--- config.mk ---
export PLATFORM = sky130hd
export DESIGN_NAME = game_state_mp_flat
export DESIGN_NICKNAME = d
export VERILOG_FILES = /design/src/rtl/game_state_mp_if.sv /design/src/rtl/game_state_mp.sv /design/src/flat_wrapper.sv
export SDC_FILE = /design/constraint.sdc
export NUM_CORES = 1
export LEC_CHECK = 0
export CORE_MARGIN = 3
export CORE_UTILIZATION = 50
export DETAILED_ROUTE_END_ITERATION = 8
export PLACE_DENSITY = 0.78
export SLEW_MARGIN = 20
export SYNTH_ARGS = -nofsm -noshare
export SYNTH_HDL_FRONTEND = slang
export SYNTH_SLANG_ARGS = --single-unit
--- constraint.sdc ---
create_clock -name clk -period 2.5 [get_ports clk]
set_clock_uncertainty 0.05 [all_clocks]
set_input_delay 0.25 -clock clk [delete_from_list [all_inputs] [get_ports clk]]
set_output_delay 0.25 -clock clk [all_outputs]
set_load 0.05 [all_outputs]
--- src/rtl/game_state_mp_if.sv ---
// Control/status bundle between the game-state block and its neighbours:
// key decoder, per-player snake movers and the renderer.
interface game_state_mp_if #(
  parameter int unsigned NUM_PLAYERS = 2,
  parameter int unsigned LW          = 2
);
  logic                        frame_tick;
  logic                        key_valid;
  logic [7:0]                  key_code;
  logic [NUM_PLAYERS-1:0]      died;
  logic [NUM_PLAYERS-1:0]      init_snake;
  logic                        screen_black;
  logic                        screen_pause;
  logic                        game_over;
  logic [NUM_PLAYERS-1:0]      alive;
  logic [NUM_PLAYERS*LW-1:0]   lives;

  // Environment side: drives events, observes controls.
  modport master (
    output frame_tick, key_valid, key_code, died,
    input  init_snake, screen_black, screen_pause, game_over, alive, lives
  );

  // Game-state block side.
  modport slave (
    input  frame_tick, key_valid, key_code, died,
    output init_snake, screen_black, screen_pause, game_over, alive, lives
  );
endinterface

--- src/rtl/game_state_mp.sv ---
// Multi-player game-state FSM: start/pause keys, per-player lives, a timed
// freeze after each death, selective respawn and a game-over state.
// Every output is a register loaded with the decode of the next state.
module game_state_mp #(
  parameter int unsigned NUM_PLAYERS = 2,
  parameter int unsigned LIVES       = 3,
  parameter int unsigned DEATH_HOLD  = 60,
  parameter logic [7:0]  KEY_START   = 8'h29,
  parameter logic [7:0]  KEY_PAUSE   = 8'h4D
) (
  input logic            clk,
  input logic            rst_n,
  game_state_mp_if.slave bus
);
  localparam int unsigned LW = $clog2(LIVES + 1);
  localparam int unsigned HW = $clog2(DEATH_HOLD + 1);
  localparam logic [LW-1:0] LIVES_INIT = LW'(LIVES);
  localparam logic [HW-1:0] HOLD_INIT  = HW'(DEATH_HOLD);

  typedef enum logic [2:0] {
    StIdle, StInit, StRun, StPause, StDying, StOver
  } state_e;

  state_e                          state_q, state_d;
  logic [NUM_PLAYERS-1:0]          mask_q, mask_d;
  logic [NUM_PLAYERS-1:0]          alive_q, alive_d;
  logic [NUM_PLAYERS-1:0][LW-1:0]  lives_q, lives_d;
  logic [HW-1:0]                   hold_q, hold_d;
  logic [NUM_PLAYERS-1:0]          init_q, init_d;
  logic                            black_q, black_d;
  logic                            pause_q, pause_d;
  logic                            over_q, over_d;

  logic                            start_key, pause_key;
  logic [NUM_PLAYERS-1:0]          dead;
  logic [NUM_PLAYERS-1:0]          respawn;

  assign start_key = bus.key_valid && (bus.key_code == KEY_START);
  assign pause_key = bus.key_valid && (bus.key_code == KEY_PAUSE);
  // Players already out of lives can never be charged again.
  assign dead      = bus.died & alive_q;
  // Only players that died and still have lives are reinitialised.
  assign respawn   = mask_q & alive_q;

  // Next-state, lives bookkeeping and output decode.
  always_comb begin
    state_d = state_q;
    mask_d  = mask_q;
    alive_d = alive_q;
    lives_d = lives_q;
    hold_d  = hold_q;
    unique case (state_q)
      StIdle: begin
        if (start_key) begin
          mask_d  = '1;
          state_d = StInit;
        end
      end
      StInit: state_d = StRun;
      StRun: begin
        if (dead != '0) begin
          for (int i = 0; i < NUM_PLAYERS; i++) begin
            if (dead[i]) begin
              lives_d[i] = lives_q[i] - LW'(1);
              if (lives_q[i] == LW'(1)) alive_d[i] = 1'b0;
            end
          end
          mask_d  = dead;
          hold_d  = HOLD_INIT;
          state_d = StDying;
        end else if (pause_key) begin
          state_d = StPause;
        end
      end
      StPause: begin
        if (pause_key) state_d = StRun;
      end
      StDying: begin
        if (bus.frame_tick) begin
          if (hold_q != '0) hold_d = hold_q - HW'(1);
          if (hold_q == HW'(1)) begin
            if (alive_q == '0) begin
              state_d = StOver;
            end else begin
              mask_d  = respawn;
              state_d = (respawn == '0) ? StRun : StInit;
            end
          end
        end
      end
      StOver: begin
        if (start_key) begin
          lives_d = {NUM_PLAYERS{LIVES_INIT}};
          alive_d = '1;
          mask_d  = '1;
          state_d = StInit;
        end
      end
      default: state_d = StIdle;
    endcase

    black_d = (state_d == StIdle);
    pause_d = (state_d != StRun);
    over_d  = (state_d == StOver);
    init_d  = (state_d == StInit) ? mask_d : '0;
  end

  // State and registered outputs; reset also kills any pending init pulse.
  always_ff @(posedge clk or negedge rst_n) begin
    if (!rst_n) begin
      state_q <= StIdle;
      mask_q  <= '0;
      alive_q <= '1;
      lives_q <= {NUM_PLAYERS{LIVES_INIT}};
      hold_q  <= '0;
      init_q  <= '0;
      black_q <= 1'b1;
      pause_q <= 1'b1;
      over_q  <= 1'b0;
    end else begin
      state_q <= state_d;
      mask_q  <= mask_d;
      alive_q <= alive_d;
      lives_q <= lives_d;
      hold_q  <= hold_d;
      init_q  <= init_d;
      black_q <= black_d;
      pause_q <= pause_d;
      over_q  <= over_d;
    end
  end

  assign bus.init_snake   = init_q;
  assign bus.screen_black = black_q;
  assign bus.screen_pause = pause_q;
  assign bus.game_over    = over_q;
  assign bus.alive        = alive_q;
  assign bus.lives        = lives_q;
endmodule

--- src/flat_wrapper.sv ---
// flat-port wrapper written by rule: the top's interface ports become plain ports
module game_state_mp_flat 
#(
  parameter int unsigned NUM_PLAYERS = 2,
  parameter int unsigned LIVES       = 3,
  parameter int unsigned DEATH_HOLD  = 60,
  parameter logic [7:0]  KEY_START   = 8'h29,
  parameter logic [7:0]  KEY_PAUSE   = 8'h4D
)
  (clk, rst_n, bus_frame_tick, bus_key_valid, bus_key_code, bus_died, bus_init_snake, bus_screen_black, bus_screen_pause, bus_game_over, bus_alive, bus_lives);
  game_state_mp_if #(.NUM_PLAYERS(NUM_PLAYERS), .LW((2))) bus_i ();
  input logic clk;
  input logic rst_n;
  input wire logic [$bits(bus_i.frame_tick)-1:0] bus_frame_tick;
  input wire logic [$bits(bus_i.key_valid)-1:0] bus_key_valid;
  input wire logic [$bits(bus_i.key_code)-1:0] bus_key_code;
  input wire logic [$bits(bus_i.died)-1:0] bus_died;
  output wire logic [$bits(bus_i.init_snake)-1:0] bus_init_snake;
  output wire logic [$bits(bus_i.screen_black)-1:0] bus_screen_black;
  output wire logic [$bits(bus_i.screen_pause)-1:0] bus_screen_pause;
  output wire logic [$bits(bus_i.game_over)-1:0] bus_game_over;
  output wire logic [$bits(bus_i.alive)-1:0] bus_alive;
  output wire logic [$bits(bus_i.lives)-1:0] bus_lives;
  assign bus_i.frame_tick = bus_frame_tick;
  assign bus_i.key_valid = bus_key_valid;
  assign bus_i.key_code = bus_key_code;
  assign bus_i.died = bus_died;
  assign bus_init_snake = bus_i.init_snake;
  assign bus_screen_black = bus_i.screen_black;
  assign bus_screen_pause = bus_i.screen_pause;
  assign bus_game_over = bus_i.game_over;
  assign bus_alive = bus_i.alive;
  assign bus_lives = bus_i.lives;
  game_state_mp #(.NUM_PLAYERS(NUM_PLAYERS), .LIVES(LIVES), .DEATH_HOLD(DEATH_HOLD), .KEY_START(KEY_START), .KEY_PAUSE(KEY_PAUSE)) u_core (.clk(clk), .rst_n(rst_n), .bus(bus_i));
endmodule
==> flow_summary_export.csv, run 1 <==
group,metric,value,unit
status,status,"finished, final reports clean",
routing,dr.pass1.iters,4,
yosys,yosys_warnings,0,
setup_path,end_kind,"output pin",
clock_tree,clockBufferDepth,2,
clock_tree,clk_pin_slew_worst_paths,120,ps
clock_tree,root_buffer,"clkbuf_4",
sta,fmax,0.480,GHz
yosys,synth_edf_count,0,
sta,min_period_over_period,83.3,%
setup_path,worstSetupPathType,"reg -> out",
power,power_density,390,mW/mm²
yosys,synth_top_area_cell,"dfrtp_1",
clock_tree,clock_latency,300,ps
power,ir_drop,0.000345,V
routing,avgViaCountPerCell,5.96,
floorplan,dieArea,0.00316,mm²
clock_tree,post_cts_buffers,0,
floorplan,coreArea,0.00230,mm²
place,portBuffers,24,
yosys,synth_top_family_by_area,"simple AND/OR/NAND/NOR gates",
setup_path,start_kind,"flip-flop",
setup_path,path_max_fanout,10,
final_layout,layout-drive-gt1-share,10.8,%
yosys,synthSimpleGateAreaFrac,27.1,%
yosys,syn_avg_cell_area,9.71,µm²
clock_tree,h-tree-depth,1,
routing,wl_per_cell,15.2,µm
global_routing,grt_max_degree,19,
floorplan,ios,25,
setup_path,required,2200,ps
setup_path,reg2reg_slack,440,ps
place,hpwl,2150,µm
yosys,ys_ff_latch,22,
floorplan,initial_core_util,55.0,%
power,p_leak,0.628,nW
routing,drt_iter0_markers,71,
clock_tree,cts.sinks,22,
setup_path,crit_family,"buffers and inverters",
clock_tree,ctsHoldBuffers,0,
global_routing,track_usage,20.7,%
global_routing,grt_overflow_total,0,
routing,finalWirelength,2810,µm
clock_tree,tritoncts,"done",
final_layout,fin_util,68.4,%
yosys,muxShareOfSynthArea,3.17,%
final_layout,layout.nets,177,
routing,drtAntennaViolNets,0,
routing,via_count,1102,
sta,worst_pin_slew,791,ps
sta,final.setup.tns,0,ps
yosys,async_flop_share,100,%
yosys,synth_area,0.00126,mm²
yosys,synth-compound-area-share,14.7,%
sta,drv_slew,0,
sta,rsz0062_at_grt,"false",
floorplan,fp-row-count,17,
place,pre_cts_slack,293,ps
floorplan,dieHeight,56.3,µm
yosys,ys_top_cells_by_area,"dfrtp_1 (28%), dfstp_2 (17%), ha_1 (5.0%)",
yosys,postSynthCellCount,130,
sta,slew-limit-headroom,47.1,%
setup_path,cp_slowest_cell,"clkdlybuf4s50_1",
routing,drc,0,
power,total_power,0.612,mW
place,gp_congestion,0.842,
final_layout,area_growth,24.4,%
sta,setup_viol,0,
global_routing,grt_pass1_wl,5200,µm
yosys,syn-num-nets,149,
sta,hold_viol_final,0,
hold_path,hp-class,"in -> async",
flow_run,max_cap_violations,0,
yosys,synth_top_area_share,27.8,%
clock_tree,numCtsBuffers,3,
setup_path,worstPathCellList,"clkdlybuf4s50_1",
yosys,synth_xor_area_share,2.08,%
yosys,synthAdderAreaFrac,4.96,%
sta,period_needed,2080,ps
sta,worst_slack,417,ps
setup_path,slowest_delay,830,ps
final_layout,n_antenna_cell,0,
yosys,ys.flop_type,"dfrtp_1",
clock_tree,cts_resized,0,
floorplan,die_w,56.3,µm
global_routing,grt_pass1_vias,1178,
setup_path,path_buf_inv,1,
setup_path,arrival,1780,ps
yosys,synth.distinct_cells,49,
global_routing,antenna_found_initial,0,
final_layout,fill_cells,192,
yosys,ys_seq_area_share,44.4,%
-- synth_stat cells (2+ instances only) --
| master | n |
|---|---|
| dfstp_2 | 8 |
| nand2_1 | 13 |
| o31ai_1 | 2 |
| nand2b_1 | 3 |
| nor2_1 | 5 |
| nand3_1 | 8 |
| xor2_1 | 2 |
| nand3b_1 | 3 |
| ha_1 | 5 |
| o21ai_0 | 2 |
| o22a_1 | 2 |
| nor4_1 | 4 |
| dfrtp_1 | 14 |
| mux2i_1 | 4 |
| nor3_1 | 5 |
| and3_1 | 2 |
| inv_1 | 8 |
| a21oi_1 | 5 |
| o211ai_1 | 3 |
| clkbuf_1 | 2 |
| a311oi_1 | 2 |
-- kinds of logic after synthesis --
group	after synthesis
xor gates and xnor gates	3
DFF	22
AOI/OAI and AO/OA	26
buffers and inverters	12
and+or+nand+nor	58
muxes	4
adders and majority gates	5
-- layout by cell type, fill, tap and decap left out, types with 2 or more instances in the layout --
cell / count
clkdlybuf4s50_1: 24
nand2b_1: 3
o31ai_1: 2
inv_1: 8
and3_1: 2
dfrtp_1: 14
mux2i_1: 4
nand3b_1: 3
xor2_1: 2
clkbuf_4: 3
nand3_1: 8
nor4_1: 4
nand2_1: 13
o211ai_1: 3
o22a_1: 2
a21oi_1: 5
a311oi_1: 2
o21ai_0: 2
buf_4: 3
nor3_1: 5
nor2_1: 5
dfstp_2: 8
ha_1: 5
-- report_power, final --
| part | total, mW | switching, mW | internal [mW] |
|---|---|---|---|
| Clock | 0.166 | 0.103 | 0.0622 |
| Combinational | 0.0739 | 0.0379 | 0.0360 |
| Sequential | 0.372 | 0.00642 | 0.366 |
-- state kept, by name, indices dropped and copies added, names as in the netlist --
name,flops
u_core.hold_q,6
u_core.bus.lives,4
u_core.state_q,3
u_core.bus.alive,2
u_core.bus.init_snake,2
u_core.mask_q,2
u_core.bus.game_over,1
u_core.bus.screen_black,1
u_core.bus.screen_pause,1
-- worst paths after layout --
check | depth (start not counted) | start | end
worst max-delay path | 1 | u_core.bus.alive[1] | bus_alive[1]
worst min-delay path | 1 | rst_n | u_core.state_q[2]
min in group clk | 1 | u_core.hold_q[0] | u_core.hold_q[0]
worst max register to register | 4 | u_core.state_q[0] | u_core.bus.init_snake[0]
worst min register to register | 1 | u_core.hold_q[0] | u_core.hold_q[0]
max in group asynchronous | 2 | rst_n | u_core.bus.lives[2]
-- cell type report --
class	count	area, µm²	area share (%)
sequential	22	561	35.7
tap	28	35.0	2.23
inverter	8	30.0	1.91
clock buffer	4	26.3	1.67
timing repair buffer	27	263	16.7
multi-input combinational	96	656	41.8
-- metal layers --
| layer | vias to the layer above | part of all wire, % | track usage [%] |
|---|---|---|---|
| met4 | 0 | 1.8 | 9.49 |
| li1 | 540 | - | - |
| met2 | 23 | 51 | 34.9 |
| met3 | 5 | 4.4 | 3.68 |
| met5 | - | 0 | 0 |
| met1 | 534 | 43 | 25.8 |
-- through the flow --
step,hold slack [ps],area [µm²],cells
5_1_grt,397,1570,185
3_5_place_dp,490,1540,181
3_3_place_gp,473,1540,181
2_1_floorplan,-95.6,1260,130
6_report,339,1570,185
4_1_cts,360,1570,185
No activity file was read; power rests on OpenSTA's default activity.
==> inputs of run 2 (changes only) <==
--- a/config.mk
+++ b/config.mk
@@ -6,9 +6,9 @@
 export NUM_CORES = 1
 export LEC_CHECK = 0
 export CORE_MARGIN = 3
-export CORE_UTILIZATION = 50
+export CORE_UTILIZATION = 46
 export DETAILED_ROUTE_END_ITERATION = 8
-export PLACE_DENSITY = 0.78
+export PLACE_DENSITY = 0.75
 export SLEW_MARGIN = 20
 export SYNTH_ARGS = -nofsm -noshare
 export SYNTH_HDL_FRONTEND = slang
==> constraint.sdc (replaced) <==
create_clock -name clk -period 1.8 [get_ports clk]
set_clock_uncertainty 0.05 [all_clocks]
set_input_delay 0.18 -clock clk [delete_from_list [all_inputs] [get_ports clk]]
set_output_delay 0.18 -clock clk [all_outputs]
set_load 0.05 [all_outputs]
==> run 2 against run 1 <==
Compared with the run above: the run now ends with negative setup slack left; via count grew 7.6%; routed wire length grew 13%; clock-buffer cell count shrank 1; flip-flop and latch count is the same; sequential share of layout area shrank 4.9 points; core utilization grew 3.2 points; largest cell class unchanged; largest power group unchanged.
==> flow_summary_export.csv, run 2 (same netlist as run 1, synthesis figures left out) <==
group,metric,value,unit
power,p_int,0.795,mW
clock_tree,numCtsBuffers,3,
status,violations,"negative setup slack",
setup_path,worstSetupPathType,"reg -> reg",
floorplan,die_w,58.4,µm
sta,hold_viol_final,0,
routing,via_count,1186,
place,gp_congestion,0.861,
setup_path,path_max_fanout,4,
setup_path,end_kind,"flip-flop",
sta,whs,159,ps
final_layout,largest_register_ffs,6,
global_routing,grt_max_degree,23,
clock_tree,h-tree-depth,1,
final_layout,layout_commonest_cell,"buf_4",
hold_path,hp-class,"in -> async",
floorplan,fp-row-count,18,
status,status,"complete, but fails checks",
power,power_frac_clock,36.8,%
setup_path,r2r_start,"u_core.hold_q[4]",
final_layout,n_antenna_cell,0,
routing,drtAntennaViolNets,0,
final_layout,layout-drive-gt1-share,33.0,%
setup_path,start_kind,"flip-flop",
setup_path,worstPathCellList,"or4_4 > or3_4 > o22a_4 > a311oi_2",
setup_path,required,1970,ps
global_routing,antenna_found_initial,0,
sta,drv_slew,0,
place,portBuffers,24,
global_routing,top_usage_layer,"met2",
setup_path,reg2regPathDepth,4,
final_layout,fill_cells,188,
power,p_switching,0.215,mW
setup_path,cp-endpoint,"u_core.bus.init_snake[0]",
setup_path,slowest_delay,570,ps
setup_path,critPathLaunch,"u_core.hold_q[4]",
power,p_leak,0.775,nW
sta,fmax,0.521,GHz
sta,setup_viol,4,
floorplan,dieArea,0.00341,mm²
sta,min_period_over_period,107,%
sta,worst_pin_slew,497,ps
clock_tree,root_buffer,"clkbuf_4",
setup_path,arrival,2090,ps
setup_path,reg2reg_slack,-120,ps
final_layout,layout.nets,196,
routing,wl_per_cell,15.4,µm
floorplan,coreArea,0.00254,mm²
routing,finalWirelength,3170,µm
final_layout,area_growth,44.2,%
place,hpwl,2280,µm
power,combPwrFrac,12.1,%
routing,drt_iter0_markers,40,
power,ir_drop,0.000680,V
sta,worst_slack,-119,ps
global_routing,grt_overflow_total,0,
sta,final.setup.tns,-318,ps
routing,drc,0,
power,switching_share,21.3,%
global_routing,grt_pass1_vias,1136,
clock_tree,clockBufferDepth,2,
floorplan,dieHeight,58.4,µm
place,place_inst,201,
routing,dr.pass1.iters,4,
setup_path,cp_slowest_cell,"or4_4",
power,total_power,1.01,mW
clock_tree,clock_latency,310,ps
floorplan,ios,25,
setup_path,r2r_end,"u_core.bus.init_snake[0]",
sta,slew-limit-headroom,66.7,%
sta,rsz0062_at_grt,"true",
power,seqPwrFrac,51.1,%
flow_run,max_cap_violations,0,
routing,avgViaCountPerCell,5.76,
clock_tree,tritoncts,"done",
clock_tree,ctsHoldBuffers,0,
clock_tree,clk_pin_slew_worst_paths,120,ps
floorplan,initial_core_util,49.6,%
sta,period_needed,1920,ps
global_routing,track_usage,18.4,%
power,power_density,555,mW/mm²
global_routing,grt_pass1_wl,4880,µm
global_routing,grt_use_met1,23.1,%
global_routing,use_met3,3.95,%
final_layout,layout_common_cells,"buf_4 (30), clkdlybuf4s50_1 (16), dfrtp_1 (14), nand2_1 (13)",
clock_tree,cts.sinks,22,
final_layout,top_register,"u_core.hold_q",
global_routing,grtUsageMet2,30.8,%
final_layout,layoutNonFillerInstCount,206,
==> run 2: changes by cell type in the layout (fill, tap and decap cells not counted), moves of 2 or more <==
cell,previous run,this run
buf_4,3,30
clkdlybuf4s50_1,24,16
a311oi_2,0,2
a311oi_1,2,0
o31ai_1,2,0
nor4_1,4,2
==> run 2: area by class of cell <==
| cell class | instances | area, µm² | share of cell area, % |
|---|---|---|---|
| Clock inverter | 1 | 30.0 | 1.65 |
| Clock buffer | 3 | 22.5 | 1.24 |
| Sequential cell | 22 | 561 | 30.8 |
| Timing Repair Buffer | 46 | 385 | 21.2 |
| Tap cell | 30 | 37.5 | 2.06 |
| Multi-Input combinational cell | 96 | 754 | 41.4 |
| Inverter | 8 | 30.0 | 1.65 |
==> run 2: repair_timing <==
action	in CTS	in global routing
setup buffers	0	1
pin swaps	1	3
cloned	0	0
endpoints found under the setup margin	4	9
gates resized for setup	1	16
==> run 2: metal layers <==
layer | vias to the layer above | routed length (µm)
li1 | 576 | -
met2 | 32 | 1610
met5 | - | 0
met3 | 6 | 140
met4 | 0 | 57
met1 | 572 | 1360
==> run 2: worst min-delay path by stage <==
stage / start / endpoint / slack [ps] / depth (start not counted)
2_1_floorplan: rst_n / u_core.bus.game_over / -170 / 0
3_3_place_gp: u_core.bus.lives[0] / u_core.bus.lives[0] / 470 / 1
3_5_place_dp: u_core.bus.lives[1] / u_core.bus.lives[1] / 470 / 2
4_1_cts: rst_n / u_core.state_q[0] / 160 / 2
5_1_grt: rst_n / u_core.state_q[0] / 160 / 2
6_report: rst_n / u_core.state_q[0] / 160 / 2
==> run 2: power by group through the flow <==
stage / Sequential [mW] / Combinational [mW] / Clock [mW]
global route: 0.518 / 0.133 / 0.407
global placement: 0.524 / 0.111 / 0
finish: 0.516 / 0.122 / 0.372
CTS: 0.516 / 0.113 / 0.388
detailed placement: 0.524 / 0.113 / 0
floorplan: 0.536 / 0.0328 / 0
==> run 2: critical path, delay by kind of cell (launching register included) <==
kind | cells | cell delay, ps
compound gates | 2 | 450
flops | 1 | 400
simple gates | 2 | 930
==> run 2: per-stage QoR <==
step                instance area, µm²  worst slack (ps)  util, %
detailed placement                1660              -298     65.3
floorplan                         1270             -31.6        -
global placement                  1660              -251     65.3
finish                            1820              -119     71.5
CTS                               1720              -126     67.6
global route                      1820              -229     71.5
==> inputs of run 3 (changes only) <==
--- a/config.mk
+++ b/config.mk
@@ -9,6 +9,7 @@
 export CORE_UTILIZATION = 46
 export DETAILED_ROUTE_END_ITERATION = 8
 export PLACE_DENSITY = 0.75
+export SKIP_CTS_REPAIR_TIMING = 1
 export SLEW_MARGIN = 20
 export SYNTH_ARGS = -nofsm -noshare
 export SYNTH_HDL_FRONTEND = slang
==> run 3 against run 2 <==
Compared with the run above: the flow still finishes with violations (negative setup slack); sequential share of layout area unchanged; sequential power about the same; final area unchanged; maximum frequency increased by 1.1%; global-route usage about the same; die area unchanged; combinational power about the same; first-iteration DRC count increased by 2.5%; clock power about the same; flip-flop and latch count unchanged; largest power group unchanged.
==> flow_summary_export.csv, run 3 (same netlist as run 1, synthesis figures left out) <==
group,metric,value,unit
final_layout,area_growth,44.2,%
global_routing,grt_overflow_total,0,
routing,finalWirelength,3180,µm
clock_tree,root_buffer,"clkbuf_4",
setup_path,required,1980,ps
status,violations,"negative setup slack",
routing,top_layer_used,"met4",
place,hpwl,2280,µm
setup_path,end_kind,"flip-flop",
clock_tree,clock_latency,310,ps
sta,setup_viol,4,
floorplan,initial_core_util,49.6,%
final_layout,fin_util,71.5,%
routing,drc,0,
setup_path,slowest_delay,570,ps
floorplan,coreArea,0.00254,mm²
final_layout,top_register,"u_core.hold_q",
global_routing,antenna_found_initial,0,
status,status,"complete, but fails checks",
place,gp_congestion,0.861,
final_layout,layout.nets,196,
global_routing,grt_pass1_vias,1133,
final_layout,layout-drive-gt1-share,33.0,%
sta,drv_slew,0,
power,p_leak,0.775,nW
clock_tree,cts.sinks,22,
setup_path,crit_family,"simple AND/OR/NAND/NOR gates",
hold_path,hp-class,"in -> async",
floorplan,fp-row-count,18,
floorplan,ios,25,
setup_path,cp_slowest_cell,"or4_4",
floorplan,die_w,58.4,µm
final_layout,layout_commonest_cell,"buf_4",
clock_tree,clockBufferDepth,2,
routing,drt_iter0_markers,41,
final_layout,fill_cells,188,
flow_run,max_cap_violations,0,
routing,wl_met3,140,µm
routing,via_count,1190,
floorplan,dieHeight,58.4,µm
sta,hold_viol_final,0,
power,power_density,555,mW/mm²
setup_path,arrival,2070,ps
routing,avgViaCountPerCell,5.78,
sta,period_needed,1900,ps
routing,dr.pass1.iters,4,
global_routing,grt_pass1_wl,4860,µm
final_layout,layout_common_cells,"buf_4 (30), clkdlybuf4s50_1 (16), dfrtp_1 (14), nand2_1 (13)",
place,pre_cts_slack,-298,ps
clock_tree,clk_pin_slew_worst_paths,120,ps
place,portBuffers,24,
setup_path,path_max_fanout,4,
setup_path,start_kind,"flip-flop",
clock_tree,numCtsBuffers,3,
sta,min_period_over_period,105,%
power,ir_drop,0.000680,V
sta,worst_slack,-98.2,ps
clock_tree,h-tree-depth,1,
sta,slew-limit-headroom,67.0,%
routing,wl_met2,1610,µm
floorplan,dieArea,0.00341,mm²
routing,wl_per_cell,15.4,µm
global_routing,grt_max_degree,23,
sta,fmax,0.527,GHz
sta,worst_pin_slew,492,ps
routing,wl_met1,1370,µm
global_routing,track_usage,18.4,%
sta,rsz0062_at_grt,"true",
setup_path,path_buf_inv,0,
clock_tree,tritoncts,"done",
setup_path,worstPathCellList,"or4_4 > or3_4 > o22a_4 > a311oi_2",
routing,drtAntennaViolNets,0,
final_layout,largest_register_ffs,6,
setup_path,worstSetupPathType,"reg -> reg",
final_layout,n_antenna_cell,0,
## run 3: cell counts in the layout (fill, tap and decap cells not counted)
No cell type changed its count.
## run 3: path summary, 6_finish.rpt
| check | slack (ps) | endpoint | depth (start not counted) | startpoint |
|---|---|---|---|---|
| min in group clk | 490 | u_core.bus.lives[1] | 2 | u_core.bus.lives[1] |
| worst min-delay path | 160 | u_core.state_q[0] | 2 | rst_n |
| worst max-delay path | -100 | u_core.bus.init_snake[0] | 4 | u_core.hold_q[4] |
| worst max register to register | -100 | u_core.bus.init_snake[0] | 4 | u_core.hold_q[4] |
| max in group asynchronous | 1260 | u_core.bus.alive[1] | 2 | rst_n |
| worst min register to register | 490 | u_core.bus.lives[1] | 2 | u_core.bus.lives[1] |
## run 3: area by class of cell
| cell class | count | area [µm²] | area share (%) |
|---|---|---|---|
| clock inverters | 1 | 30.0 | 1.65 |
| inverters | 8 | 30.0 | 1.65 |
| well taps | 30 | 37.5 | 2.06 |
| flip-flops and latches | 22 | 561 | 30.8 |
| clock buffers | 3 | 22.5 | 1.24 |
| multi-input cells | 96 | 754 | 41.4 |
| repair buffers | 46 | 385 | 21.2 |
## run 3: stage by stage
step	instances	cell area (µm²)	hold WS (ps)	power, mW	TNS [ps]
final	206	1820	159	1.01	-251
after floorplan	130	1270	-166	0.569	-63.3
after CTS	205	1710	158	1.02	-414
after detailed placement	201	1660	473	0.637	-1460
after global routing	206	1820	159	1.06	-694
after global placement	201	1660	471	0.634	-1220
## run 3: worst reg2reg max path, cell delays in order, from the launching register on
cell and delay, ps:
dfrtp_1 400, or4_4 570, or3_4 360, o22a_4 250
a311oi_2 180
## run 3: metal layers
layer	up-vias	GRT usage, %
met5	-	0
met4	0	7.28
li1	576	-
met2	32	30.8
met1	576	23.0
met3	6	3.95
## run 3: power breakdown
group / switching, mW / total [mW] / internal [mW]
Sequential: 0.00825 / 0.516 / 0.508
Combinational: 0.0602 / 0.122 / 0.0617
Clock: 0.147 / 0.372 / 0.225
Total: 0.215 / 1.01 / 0.795
